[config.mk]
export PLATFORM = sky130hd
export DESIGN_NAME = shift_left_logical_pipelined
export DESIGN_NICKNAME = d
export VERILOG_FILES = /design/src/rtl/shift_left_logical_pipelined.sv
export SDC_FILE = /design/constraint.sdc
export NUM_CORES = 1
export LEC_CHECK = 0
export ABC_AREA = 1
export BUFFER_PORTS_ARGS = -buffer_cell sky130_fd_sc_hd__buf_2
export CAP_MARGIN = 5
export CORE_ASPECT_RATIO = 1.4
export CORE_UTILIZATION = 45
export DETAILED_ROUTE_END_ITERATION = 8
export GPL_ROUTABILITY_DRIVEN = 0
export PLACE_DENSITY = 0.74
export SLEW_MARGIN = 20
export SYNTH_ARGS = -nofsm -noshare
export SYNTH_HDL_FRONTEND = slang
export SYNTH_SLANG_ARGS = --single-unit
export TNS_END_PERCENT = 5
[constraint.sdc]
create_clock -name clk -period 2.42 [get_ports clk]
set_clock_uncertainty 0.05 [all_clocks]
set_input_delay 0.242 -clock clk [delete_from_list [all_inputs] [get_ports clk]]
set_output_delay 0.242 -clock clk [all_outputs]
set_load 0.01 [all_outputs]
[src/rtl/shift_left_logical_pipelined.sv]
// Pipelined logical left shifter. Stage k conditionally shifts by 2^k; a single
// global stall freezes every stage while the last result waits for the consumer.
module shift_left_logical_pipelined #(
  parameter int unsigned N = 32,
  localparam int unsigned S = $clog2(N)
) (
  input  logic         clk,
  input  logic         rst_n,
  input  logic         i_in_valid,
  output logic         o_in_ready,
  input  logic [N-1:0] i_in,
  input  logic [S-1:0] i_shamt,
  output logic         o_out_valid,
  input  logic         i_out_ready,
  output logic [N-1:0] o_out
);

  logic [S-1:0] r_v;
  logic [N-1:0] r_d  [S];
  logic [S-1:0] r_sa [S];

  logic [S-1:0] w_v_nxt;
  logic [N-1:0] w_d_nxt  [S];
  logic [S-1:0] w_sa_nxt [S];
  logic         w_stall;
  logic [S-1:0] w_unused_sa;

  // Stall depends only on registered state and out_ready, never on in_valid.
  assign w_stall     = r_v[S-1] & ~i_out_ready;
  assign o_in_ready  = ~w_stall;
  assign o_out_valid = r_v[S-1];
  assign o_out       = r_d[S-1];

  assign w_v_nxt = {r_v[S-2:0], i_in_valid & o_in_ready};

  for (genvar k = 0; k < S; k++) begin : g_stage
    localparam int unsigned Sh = 1 << k;
    if (k == 0) begin : g_first
      assign w_d_nxt[k]  = i_shamt[0] ? (i_in << Sh) : i_in;
      assign w_sa_nxt[k] = i_shamt;
    end else begin : g_rest
      assign w_d_nxt[k]  = r_sa[k-1][k] ? (r_d[k-1] << Sh) : r_d[k-1];
      assign w_sa_nxt[k] = r_sa[k-1];
    end
    // Low shamt bits are consumed upstream; keep the full field for uniformity.
    assign w_unused_sa[k] = ^r_sa[k];
  end

  always_ff @(posedge clk or negedge rst_n) begin
    if (!rst_n) begin
      r_v  <= '0;
      r_d  <= '{default: '0};
      r_sa <= '{default: '0};
    end else if (!w_stall) begin
      r_v  <= w_v_nxt;
      r_d  <= w_d_nxt;
      r_sa <= w_sa_nxt;
    end
  end

endmodule

==> results.md, run 1 <==
### Clock tree
* 17 — Inserted Clock Buffers
* 7 — hold-fix buffers at CTS
* 0.07 ns — Clk pin slew, worst setup/hold paths
* 0 — buffer count from post-CTS setup fixing
* sky130_fd_sc_hd__clkbuf_16 — Clk Tree Root Cell
* 4 — number of H-tree levels
* 175 — TritonCTS Sinks
* 2 — number of buffers on the longest clock path
* built — CTS tree
* 0 — # resized after CTS
* 0.42 ns — clock latency on the worst-skew pair

### Global route
* 0.187 — total routing usage reported by global routing
* 90 — largest net degree at the start of global routing
* 0 — initial antenna violation count
* 6679 — via count of the first global-routing pass
* 30.6 mm — global-route wire length before repair
* 0 — total grt overflow

### Logic synthesis
* 0 — Syn. warnings
* 11 — Cell variety after synth
* 7.13 sq um — Mapped Avg Cell Area
* 0.505 — sequential element share of the synthesized area
* 1257 — number of nets in the synthesized netlist
* 8670 sq um — post-synthesis instance area
* 1216 — gate count of the mapped netlist
* 175 — post-synthesis sequential element count

### Layout
* sky130_fd_sc_hd__nand2_1 — leading cell type in the layout, fill and taps excluded
* 1275 — Net count, final
* 1491 — Non-Filler Instances
* 11.4% — area growth from synthesis to layout
* 0.0994 — fraction of layout instances using a drive strength above 1
* 0 — diode insertion count for antenna repair
* 9650 sq um — post-route design area
* sky130_fd_sc_hd__nand2_1, sky130_fd_sc_hd__dfrtp_1, sky130_fd_sc_hd__inv_1 — most used cells in the layout excluding fill and tap cells

### Critical path
* flip-flop — type of origin of the critical path
* 2.13 ns — data required time at the worst endpoint
* 0.75 ns — setup slack of the most critical reg-to-reg path
* 1.65 ns — Crit path arrival time
* r_v[4] — source of the worst register-to-register timing path
* output port — kind of end point of the critical path
* r_d[48] — Reg-to-Reg End
* flip-flop to output port — category of the most critical setup path
* 4 — worst-case reg-to-reg path depth
* 57 — largest fanout of any net on the critical path

### Timing
* 0 — final setup violation count
* 0 — total count of hold-check failures in the final report
* 1.94 ns — Tmin final
* 0.478 ns — Worst Setup Slack, final
* 0.802 — Final Cycle Share
* 0 — pins over their slew limit
* false — setup repair after global routing missed its margin
* 0.447 — Slew headroom
* 0 ns — final total negative setup slack
* 0.828 ns — slew at the pin with the worst max-slew slack
* 0.515 GHz — maximum operating frequency

### Drt
* 5 — iteration count of the initial detailed-routing pass
* 0 — number of nets with antenna violations after routing
* 4.65 — via-per-instance ratio
* 17.3 mm — Post-Route WL
* 0 — DRC violations left
* 550 — violation count after the first detailed-routing iteration
* 6934 — via count
* 11.6 um — routed wire length per instance

### Power
* 1270 nW/um^2 — Cell Pwr Density
* 0.596 mV — worst ir drop on vdd
* 12300 uW — power consumption
* 0.00565 uW — static power due to leakage

### Min path
* i_in[17] — Hold Startpoint
* r_d[145] — hold path endpoint
* 5 — count of cells along the worst hold path
* input pin to flip-flop — worst hold-check path type

### Status
* finished clean — run status

### Floorplan
* 166 um — die span in y
* 0.462 — starting density of the core
* 119 um — width of the die
* 59 — Rows
* 18800 sq um — core outline area
* 19800 sq um — area of the die
* 75 — Boundary Pins

### Place
* 74 — port bufs
* 1452 — post-placement cell count
* 9010 sq um — placed cell areas
* 12.0 mm — DPL Wire Length
* 0.800 ns — worst slack at placement

### Job
* 0 — # Max-Cap Violations

[per-layer routing]
metal / track usage / wire length, um / vias to the layer above / part of all wire
li1: - / - / 3633 / -
met1: 0.238 / 7710 / 3145 / 0.45
met2: 0.327 / 8720 / 137 / 0.50
met3: 0.0264 / 565 / 19 / 0.033
met4: 0.0620 / 301 / 0 / 0.017
met5: 0 / 0 / - / 0
[state kept, by name, summed over array words and instances (netlist names)]
name   count
r_sa      10
r_d      128
r_v        5
o_out     32
[worst max path at each step]
stage / slack, ns / endpoint / cells after the start / start
after detailed placement: 0.80 / r_d[48] / 4 / r_v[4]
after global routing: 0.39 / o_in_ready / 2 / r_v[4]
after global placement: 0.82 / o_out[0] / 4 / r_v[4]
after CTS: 0.47 / o_in_ready / 2 / r_v[4]
after floorplan: 1.19 / o_in_ready / 3 / r_v[4]
final: 0.48 / o_in_ready / 2 / r_v[4]
[Yosys cell counts]
cell,count,share of area
sky130_fd_sc_hd__buf_4,33,0.029
sky130_fd_sc_hd__nand3_1,160,0.092
sky130_fd_sc_hd__clkbuf_1,19,0.0082
sky130_fd_sc_hd__buf_1,15,0.0065
sky130_fd_sc_hd__buf_2,31,0.018
sky130_fd_sc_hd__dfrtp_1,175,0.51
sky130_fd_sc_hd__nand2_2,1,0.00072
sky130_fd_sc_hd__o21ai_0,11,0.0064
sky130_fd_sc_hd__nand2_1,599,0.26
sky130_fd_sc_hd__inv_1,171,0.074
sky130_fd_sc_hd__nor2_2,1,0.00072
[power breakdown]
part / switching (uW) / internal (uW)
logic: 2970 / 1600
registers: 806 / 4270
clock network: 1210 / 1410
total: 4990 / 7280
[cells by family after synthesis]
family / after synthesis / share of synthesized area
simple gates: 761 / 0.353
flops: 175 / 0.505
compound gates: 11 / 0.00635
buf+inv: 269 / 0.135
[worst max-delay path, cell delays in order (launching register included)]
cell	delay [ns]
sky130_fd_sc_hd__dfrtp_1	0.45
sky130_fd_sc_hd__nand2_4	0.49
sky130_fd_sc_hd__buf_2	0.25
[layout make-up]
class / count / area [sq um]
multi-input cells: 772 / 3130
clock inverters: 13 / 118
fillers: 1895 / 9100
repair buffers: 97 / 629
well taps: 244 / 305
inverters: 171 / 642
flip-flops and latches: 175 / 4380
clock buffers: 19 / 453
[per-stage QoR]
stage	hold WS, ns	utilization
after floorplan	-0.104	-
final	0.0757	0.515
after detailed placement	0.255	0.481
after CTS	0.0650	0.515
after global placement	0.250	0.481
after global routing	0.0818	0.515
(Power assumes the default switching activity.)
==> inputs of run 2 (changes only) <==
==> constraint.sdc (replaced) <==
create_clock -name clk -period 1.9 [get_ports clk]
set_clock_uncertainty 0.05 [all_clocks]
set_input_delay 0.19 -clock clk [delete_from_list [all_inputs] [get_ports clk]]
set_output_delay 0.19 -clock clk [all_outputs]
set_load 0.01 [all_outputs]
==> run 2 against run 1 <==
Net effect: power rose by 28%; via count fell by 0.55%; critical path type unchanged; sequential share of layout area fell by 0.24 points; clock power rose by 28%; highest routed layer unchanged; register-to-register slack got worse by 0.31 ns; count of clock-buffer cells in the layout rose by 7; critical path depth did not move.
==> results.md, run 2 (synthesis gave the netlist of run 1 again) <==
### Min path
* r_d[159] — hold path endpoint
* input pin to flip-flop — worst hold-check path type
* i_in[31] — Hold Startpoint
* 5 — count of cells along the worst hold path, unchanged

### Drt
* 498 — violation count after the first detailed-routing iteration, -9.5%
* 5 — iteration count of the initial detailed-routing pass, unchanged
* 0 — DRC violations left, unchanged
* 0 — number of nets with antenna violations after routing, unchanged
* 6896 — via count, -0.55%
* 11.6 um — routed wire length per instance, -0.35%
* 17.3 mm — Post-Route WL, about the same
* 4.61 — via-per-instance ratio, -0.81%

### Global route
* 0 — total grt overflow, unchanged
* 0.189 — total routing usage reported by global routing, +0.00210
* 123 — largest net degree at the start of global routing, +37%
* 0 — initial antenna violation count, unchanged
* 6710 — via count of the first global-routing pass, +0.46%
* 30.7 mm — global-route wire length before repair, +0.45%

### Clock tree
* 0.06 ns — Clk pin slew, worst setup/hold paths, about the same
* 0 — buffer count from post-CTS setup fixing, unchanged
* sky130_fd_sc_hd__clkbuf_16 — Clk Tree Root Cell
* 7 — hold-fix buffers at CTS, unchanged
* 17 — Inserted Clock Buffers, unchanged
* 0.43 ns — clock latency on the worst-skew pair, about the same
* 0 — # resized after CTS, unchanged
* 4 — number of H-tree levels, unchanged
* 175 — TritonCTS Sinks, unchanged
* built — CTS tree
* 2 — number of buffers on the longest clock path, unchanged

### Floorplan
* 166 um — die span in y, unchanged
* 75 — Boundary Pins, unchanged
* 19800 sq um — area of the die, unchanged
* 18800 sq um — core outline area, unchanged
* 119 um — width of the die, unchanged
* 59 — Rows, unchanged
* 0.462 — starting density of the core, unchanged

### Timing
* 1.61 ns — Tmin final
* 0.620 GHz — maximum operating frequency
* 0.286 ns — Worst Setup Slack, final, -0.192 ns
* 0 — total count of hold-check failures in the final report, unchanged
* 0 ns — final total negative setup slack, unchanged
* 0.849 — Final Cycle Share
* 0.522 ns — slew at the pin with the worst max-slew slack, -0.306 ns
* false — setup repair after global routing missed its margin
* 0 — final setup violation count, unchanged
* 0.652 — Slew headroom, +0.205
* 0 — pins over their slew limit, unchanged

### Critical path
* nand2_4 > buf_2 — crit path cell chain
* 1 — CP bufs+invs, unchanged
* 1.66 ns — data required time at the worst endpoint, -0.47 ns
* 1.37 ns — Crit path arrival time, -0.28 ns
* output port — kind of end point of the critical path
* 36 — largest fanout of any net on the critical path, -37%
* 0.44 ns — setup slack of the most critical reg-to-reg path, -0.31 ns
* sky130_fd_sc_hd__dfrtp_1 — CP max stage cell
* flip-flop to output port — category of the most critical setup path
* flip-flop — type of origin of the critical path
* r_d[154] — Reg-to-Reg End
* flip-flops — critical path's top delay family
* 4 — worst-case reg-to-reg path depth, unchanged
* r_v[4] — source of the worst register-to-register timing path
* 0.42 ns — maximum single-stage delay on the critical path, -0.07 ns

### Layout
* 0 — diode insertion count for antenna repair, unchanged
* 0.0999 — fraction of layout instances using a drive strength above 1, +0.000481
* 1280 — Net count, final, +0.39%
* sky130_fd_sc_hd__nand2_1 — leading cell type in the layout, fill and taps excluded
* 128 — number of flip-flops in the largest register, unchanged
* 12.0% — area growth from synthesis to layout
* r_d — Most flops, register
* sky130_fd_sc_hd__nand2_1, sky130_fd_sc_hd__dfrtp_1, sky130_fd_sc_hd__inv_1 — most used cells in the layout excluding fill and tap cells
* 9700 sq um — post-route design area, +0.53%
* 0.518 — post-route core utilization, +0.00274

### Place
* 74 — port bufs, unchanged
* 9060 sq um — placed cell areas, +0.56%
* 11.8 mm — DPL Wire Length, -1.3%
* 0.441 ns — worst slack at placement, -0.359 ns

### Power
* 0.731 mV — worst ir drop on vdd, +23%
* 0.00568 uW — static power due to leakage, +0.62%
* 1610 nW/um^2 — Cell Pwr Density, +27%

### Job
* 0 — # Max-Cap Violations, unchanged

### Status
* finished clean — run status

==> run 2: cell count changes in the layout (fill, tap and decap cells not counted), sizes merged <==
cell,previous run,this run
inv,179,171
bufinv,0,1
buf,90,95
clkinvlp,2,1
clkbuf,19,26
==> run 2: through the flow <==
| stage | power, uW | hold WS [ns] | cells |
|---|---|---|---|
| after global routing | 17100 | 0.0364 | 1495 |
| after global placement | 12200 | 0.0778 | 1457 |
| after detailed placement | 12400 | 0.0829 | 1457 |
| after floorplan | 11000 | -0.156 | 1216 |
| final | 15700 | 0.00706 | 1495 |
| after CTS | 15800 | 0.000489 | 1495 |
==> run 2: report_power, final <==
group          switching [uW]  total [uW]  internal [uW]
logic                    3820        5900           2080
clock network            1350        3350           2000
registers                 962        6400           5440
total                    6130       15700           9520
==> run 2: metal layers <==
layer	GRT usage	wire length, um	up-vias
li1	-	-	3640
met5	0	0	-
met1	0.237	7780	3109
met2	0.331	8690	130
met3	0.0323	570	17
met4	0.0609	248	0
==> run 2: worst max path at each step <==
stage / start / end / slack (ns) / depth (start not counted)
2_1_floorplan: r_v[4] / o_out[10] / 0.68 / 6
3_3_place_gp: r_v[4] / r_d[144] / 0.49 / 4
3_5_place_dp: r_v[4] / r_d[154] / 0.44 / 4
4_1_cts: r_v[4] / o_in_ready / 0.26 / 2
5_1_grt: r_v[4] / o_in_ready / 0.22 / 2
6_report: r_v[4] / o_in_ready / 0.29 / 2
==> run 2: final cells by class <==
| type | count | area, sq um |
|---|---|---|
| inverter | 171 | 642 |
| fill | 1871 | 9050 |
| multi-input combinational | 772 | 3130 |
| tap | 244 | 305 |
| clock inverter | 5 | 52.6 |
| timing repair buffer | 102 | 679 |
| sequential | 175 | 4380 |
| clock buffer | 26 | 519 |
==> run 2: worst reg2reg max path, stage by stage, from the launching register on <==
cell,delay (ns)
sky130_fd_sc_hd__dfrtp_1,0.42
sky130_fd_sc_hd__nand2_4,0.32
sky130_fd_sc_hd__buf_4,0.40
sky130_fd_sc_hd__nand3_1,0.14
sky130_fd_sc_hd__nand2_1,0.07
==> inputs of run 3 (changes only) <==
--- a/config.mk
+++ b/config.mk
@@ -5,14 +5,14 @@
 export SDC_FILE = /design/constraint.sdc
 export NUM_CORES = 1
 export LEC_CHECK = 0
-export ABC_AREA = 1
+export ABC_AREA = 0
 export BUFFER_PORTS_ARGS = -buffer_cell sky130_fd_sc_hd__buf_2
 export CAP_MARGIN = 5
 export CORE_ASPECT_RATIO = 1.4
 export CORE_UTILIZATION = 45
 export DETAILED_ROUTE_END_ITERATION = 8
 export GPL_ROUTABILITY_DRIVEN = 0
-export PLACE_DENSITY = 0.74
+export PLACE_DENSITY = 0.76
 export SLEW_MARGIN = 20
 export SYNTH_ARGS = -nofsm -noshare
 export SYNTH_HDL_FRONTEND = slang
==> constraint.sdc (replaced) <==
create_clock -name clk -period 1.4 [get_ports clk]
set_clock_uncertainty 0.05 [all_clocks]
set_input_delay 0.14 -clock clk [delete_from_list [all_inputs] [get_ports clk]]
set_output_delay 0.14 -clock clk [all_outputs]
set_load 0.01 [all_outputs]
==> run 3 against run 2 <==
Net effect: the flow now finishes with violations (negative setup slack); core utilization increased by 1.8 points; sequential cell count did not move; sequential power rose by 42%; count of clock-buffer cells in the layout decreased by 7; routed wire length decreased by 4.9%; clock power up 64%; worst setup slack got worse by 0.36 ns; final area grew 9.9%; synthesized cell count shrank 52%.
==> results.md, run 3 <==
### Floorplan
* 75 — Boundary Pins, unchanged
* 123 um — width of the die, +3.0%
* 0.462 — starting density of the core, about the same
* 171 um — die span in y, +3.0%
* 19900 sq um — core outline area, +6.2%
* 61 — Rows, +3.4%
* 21000 sq um — area of the die, +6.1%

### Global route
* 0.171 — total routing usage reported by global routing, -0.0187
* 0 — total grt overflow, unchanged
* 5022 — via count of the first global-routing pass, -25%
* 0 — initial antenna violation count, unchanged
* 41 — largest net degree at the start of global routing, -67%
* 27.1 mm — global-route wire length before repair, -12%

### Clock tree
* 17 — Inserted Clock Buffers, unchanged
* 0.43 ns — clock latency on the worst-skew pair, about the same
* 175 — TritonCTS Sinks, unchanged
* 4 — number of H-tree levels, unchanged
* sky130_fd_sc_hd__clkbuf_16 — Clk Tree Root Cell
* 2 — number of buffers on the longest clock path, unchanged
* built — CTS tree
* 0.06 ns — Clk pin slew, worst setup/hold paths, about the same

### Critical path
* r_v[4] — worst setup path startpoint
* -0.06 ns — setup slack of the most critical reg-to-reg path, -0.50 ns
* r_v[4] — source of the worst register-to-register timing path
* 5 — worst-case reg-to-reg path depth, +1
* output port — kind of end point of the critical path
* 1.21 ns — data required time at the worst endpoint, -0.45 ns
* flip-flop — type of origin of the critical path
* 1.29 ns — Crit path arrival time, -0.08 ns
* 4 — largest fanout of any net on the critical path, -89%
* flip-flop to output port — category of the most critical setup path

### Logic synthesis
* sky130_fd_sc_hd__dfrtp_1, sky130_fd_sc_hd__mux2_2, sky130_fd_sc_hd__mux2_4 — most numerous cell types in the synthesized netlist
* 583 — gate count of the mapped netlist, -52%
* sky130_fd_sc_hd__dfrtp_1 — largest area contributor in the netlist
* 624 — number of nets in the synthesized netlist, -50%
* 15.8 sq um — Mapped Avg Cell Area, +120%
* sky130_fd_sc_hd__dfrtp_1 — most repeated cell in the gate-level netlist after synthesis
* 175 — post-synthesis sequential element count, unchanged
* 0 — number of synthesized flops with an enable pin, unchanged
* 0 — Syn. warnings, unchanged
* sky130_fd_sc_hd__dfrtp_1, sky130_fd_sc_hd__mux2_4, sky130_fd_sc_hd__mux2_2, sky130_fd_sc_hd__buf_6, sky130_fd_sc_hd__buf_4 — cells taking the most area after synthesis
* 13 — Cell variety after synth, +2
* 0.476 — sequential element share of the synthesized area, -0.0295
* 1.00 — Async SR Flop Fraction, unchanged
* 9210 sq um — post-synthesis instance area, +6.2%
* sky130_fd_sc_hd__dfrtp_1 — most frequently used flop master after synthesis
* 0.476 — area share of the largest cell type after synthesis, -0.0295

### Power
* 0.00516 uW — static power due to leakage, -9.1%
* 24900 uW — power consumption, +59%
* 0.366 — sequential group share of total power, -0.043
* 1.16 mV — worst ir drop on vdd, +58%
* 0.413 — Combinational Power Share, +0.036
* 0.284 — sw frac, -0.108
* 7060 uW — reported net switching power, +15%
* 17800 uW — Internal Pwr Total, +87%
* 0.221 — Clock power frac, +0.007
* 2330 nW/um^2 — Cell Pwr Density, +45%

### Layout
* 4230 sq um — area occupied by multi-input gates, +35%
* 915 — Non-Filler Instances, -39%
* 1596 — fill cell instance count of the final layout, -15%
* 0 — diode insertion count for antenna repair, unchanged
* r_d — Most flops, register
* 4380 sq um — sequential cell area in the final layout, unchanged
* 0.661 — fraction of layout instances using a drive strength above 1, +0.561
* 15.9% — area growth from synthesis to layout
* sky130_fd_sc_hd__dfrtp_1 — leading cell type in the layout, fill and taps excluded
* 691 — Net count, final, -46%
* 128 — number of flip-flops in the largest register, unchanged
* 0.535 — post-route core utilization, +0.0178
* sky130_fd_sc_hd__dfrtp_1, sky130_fd_sc_hd__mux2_4, sky130_fd_sc_hd__mux2_2 — most used cells in the layout excluding fill and tap cells

### Place
* 868 — post-placement cell count, -40%
* 74 — port bufs, unchanged
* 11.7 mm — DPL Wire Length, -1.2%

### Min path
* i_in[25] — Hold Startpoint
* input pin to flip-flop — worst hold-check path type
* 3 — count of cells along the worst hold path, -2

### Timing
* 0.354 ns — slew at the pin with the worst max-slew slack, -0.168 ns
* 150 — final setup violation count, +150
* true — setup repair after global routing missed its margin
* 0 — pins over their slew limit, unchanged
* 0.677 GHz — maximum operating frequency
* -0.0764 ns — Worst Setup Slack, final, -0.363 ns
* 1.48 ns — Tmin final
* 0.764 — Slew headroom, +0.112
* 0 — total count of hold-check failures in the final report, unchanged
* 0.0166 ns — final hold slack, +0.00958 ns
* 1.05 — Final Cycle Share

### Drt
* 131 — violation count after the first detailed-routing iteration, -74%
* 0 — number of nets with antenna violations after routing, unchanged
* 0 — DRC violations left, unchanged
* 4 — iteration count of the initial detailed-routing pass, -1
* 4535 — via count, -34%
* 16.4 mm — Post-Route WL, -4.9%
* 18.0 um — routed wire length per instance, +55%
* 4.96 — via-per-instance ratio, +7.4%

### Status
* finished, violations left — run status
* negative setup slack — violations in the final reports

### Job
* 0 — # Max-Cap Violations, unchanged

## run 3: cell types whose count changed after synthesis, moves of 16 or more
cell                       previous run  this run
sky130_fd_sc_hd__nand2_1            599         0
sky130_fd_sc_hd__inv_1              171         0
sky130_fd_sc_hd__nand3_1            160         0
sky130_fd_sc_hd__mux2_2               0       156
sky130_fd_sc_hd__mux2_4               0       138
sky130_fd_sc_hd__buf_6                0        34
sky130_fd_sc_hd__buf_2               31         3
sky130_fd_sc_hd__clkbuf_1            19         1
sky130_fd_sc_hd__nor2b_1              0        16
## run 3: area by class of cell
class | count | area share
tap | 252 | 0.0296
clock inverter | 13 | 0.0243
timing repair buffer | 120 | 0.0980
clock buffer | 19 | 0.0406
multi-input combinational | 336 | 0.397
sequential | 175 | 0.411
## run 3: kinds of logic (layout without fill, tap and decap cells)
group,after synthesis,after routing,synth area share
flops,175,175,0.476
mux,303,303,0.427
buf+inv,72,152,0.0720
simple gates,33,33,0.0253
## run 3: timing repair
item	in CTS	in global routing
setup buffers	4	2
endpoints found under the hold margin	181	0
resized for setup	14	16
hold buffers	7	0
pin swaps	0	0
setup endpoints to repair	51	162
cloned	2	0
## run 3: worst paths after layout
path	endpoint
worst max-delay path	o_in_ready
worst min-delay path	r_d[154]
worst max register to register	r_d[75]
worst min register to register	r_v[4]
max in group asynchronous	o_out[10]
min in group asynchronous	r_sa[22]
## run 3: through the flow
| stage | TNS [ns] | worst slack, ns | area [sq um] |
|---|---|---|---|
| 2_1_floorplan | 0 | 0.00945 | 9210 |
| 4_1_cts | -5.77 | -0.0926 | 10600 |
| 5_1_grt | -11.86 | -0.126 | 10700 |
| 3_3_place_gp | 0 | 0.0154 | 9680 |
| 6_report | -5.28 | -0.0764 | 10700 |
| 3_5_place_dp | -0.248 | -0.0241 | 9680 |
## run 3: routing by layer
layer / GRT usage / vias to the layer above / routed length [um]
met3: 0.0328 / 22 / 448
met2: 0.298 / 79 / 8580
met4: 0.0610 / 0 / 285
met5: 0 / - / 0
met1: 0.208 / 2270 / 7120
li1: - / 2164 / -
## run 3: power by group through the flow
| stage | Clock, uW | Sequential [uW] | Combinational (uW) |
|---|---|---|---|
| 2_1_floorplan | 0 | 8310 | 8930 |
| 3_3_place_gp | 0 | 9060 | 9580 |
| 3_5_place_dp | 0 | 9170 | 9840 |
| 4_1_cts | 5590 | 9120 | 10300 |
| 5_1_grt | 5810 | 9390 | 11000 |
| 6_report | 5490 | 9120 | 10300 |
## run 3: worst max-delay path: stages (launching register included)
cell                       delay (ns)
sky130_fd_sc_hd__dfrtp_1         0.39
sky130_fd_sc_hd__nand2b_4        0.10
sky130_fd_sc_hd__buf_12          0.14
sky130_fd_sc_hd__buf_12          0.12
sky130_fd_sc_hd__buf_6           0.11
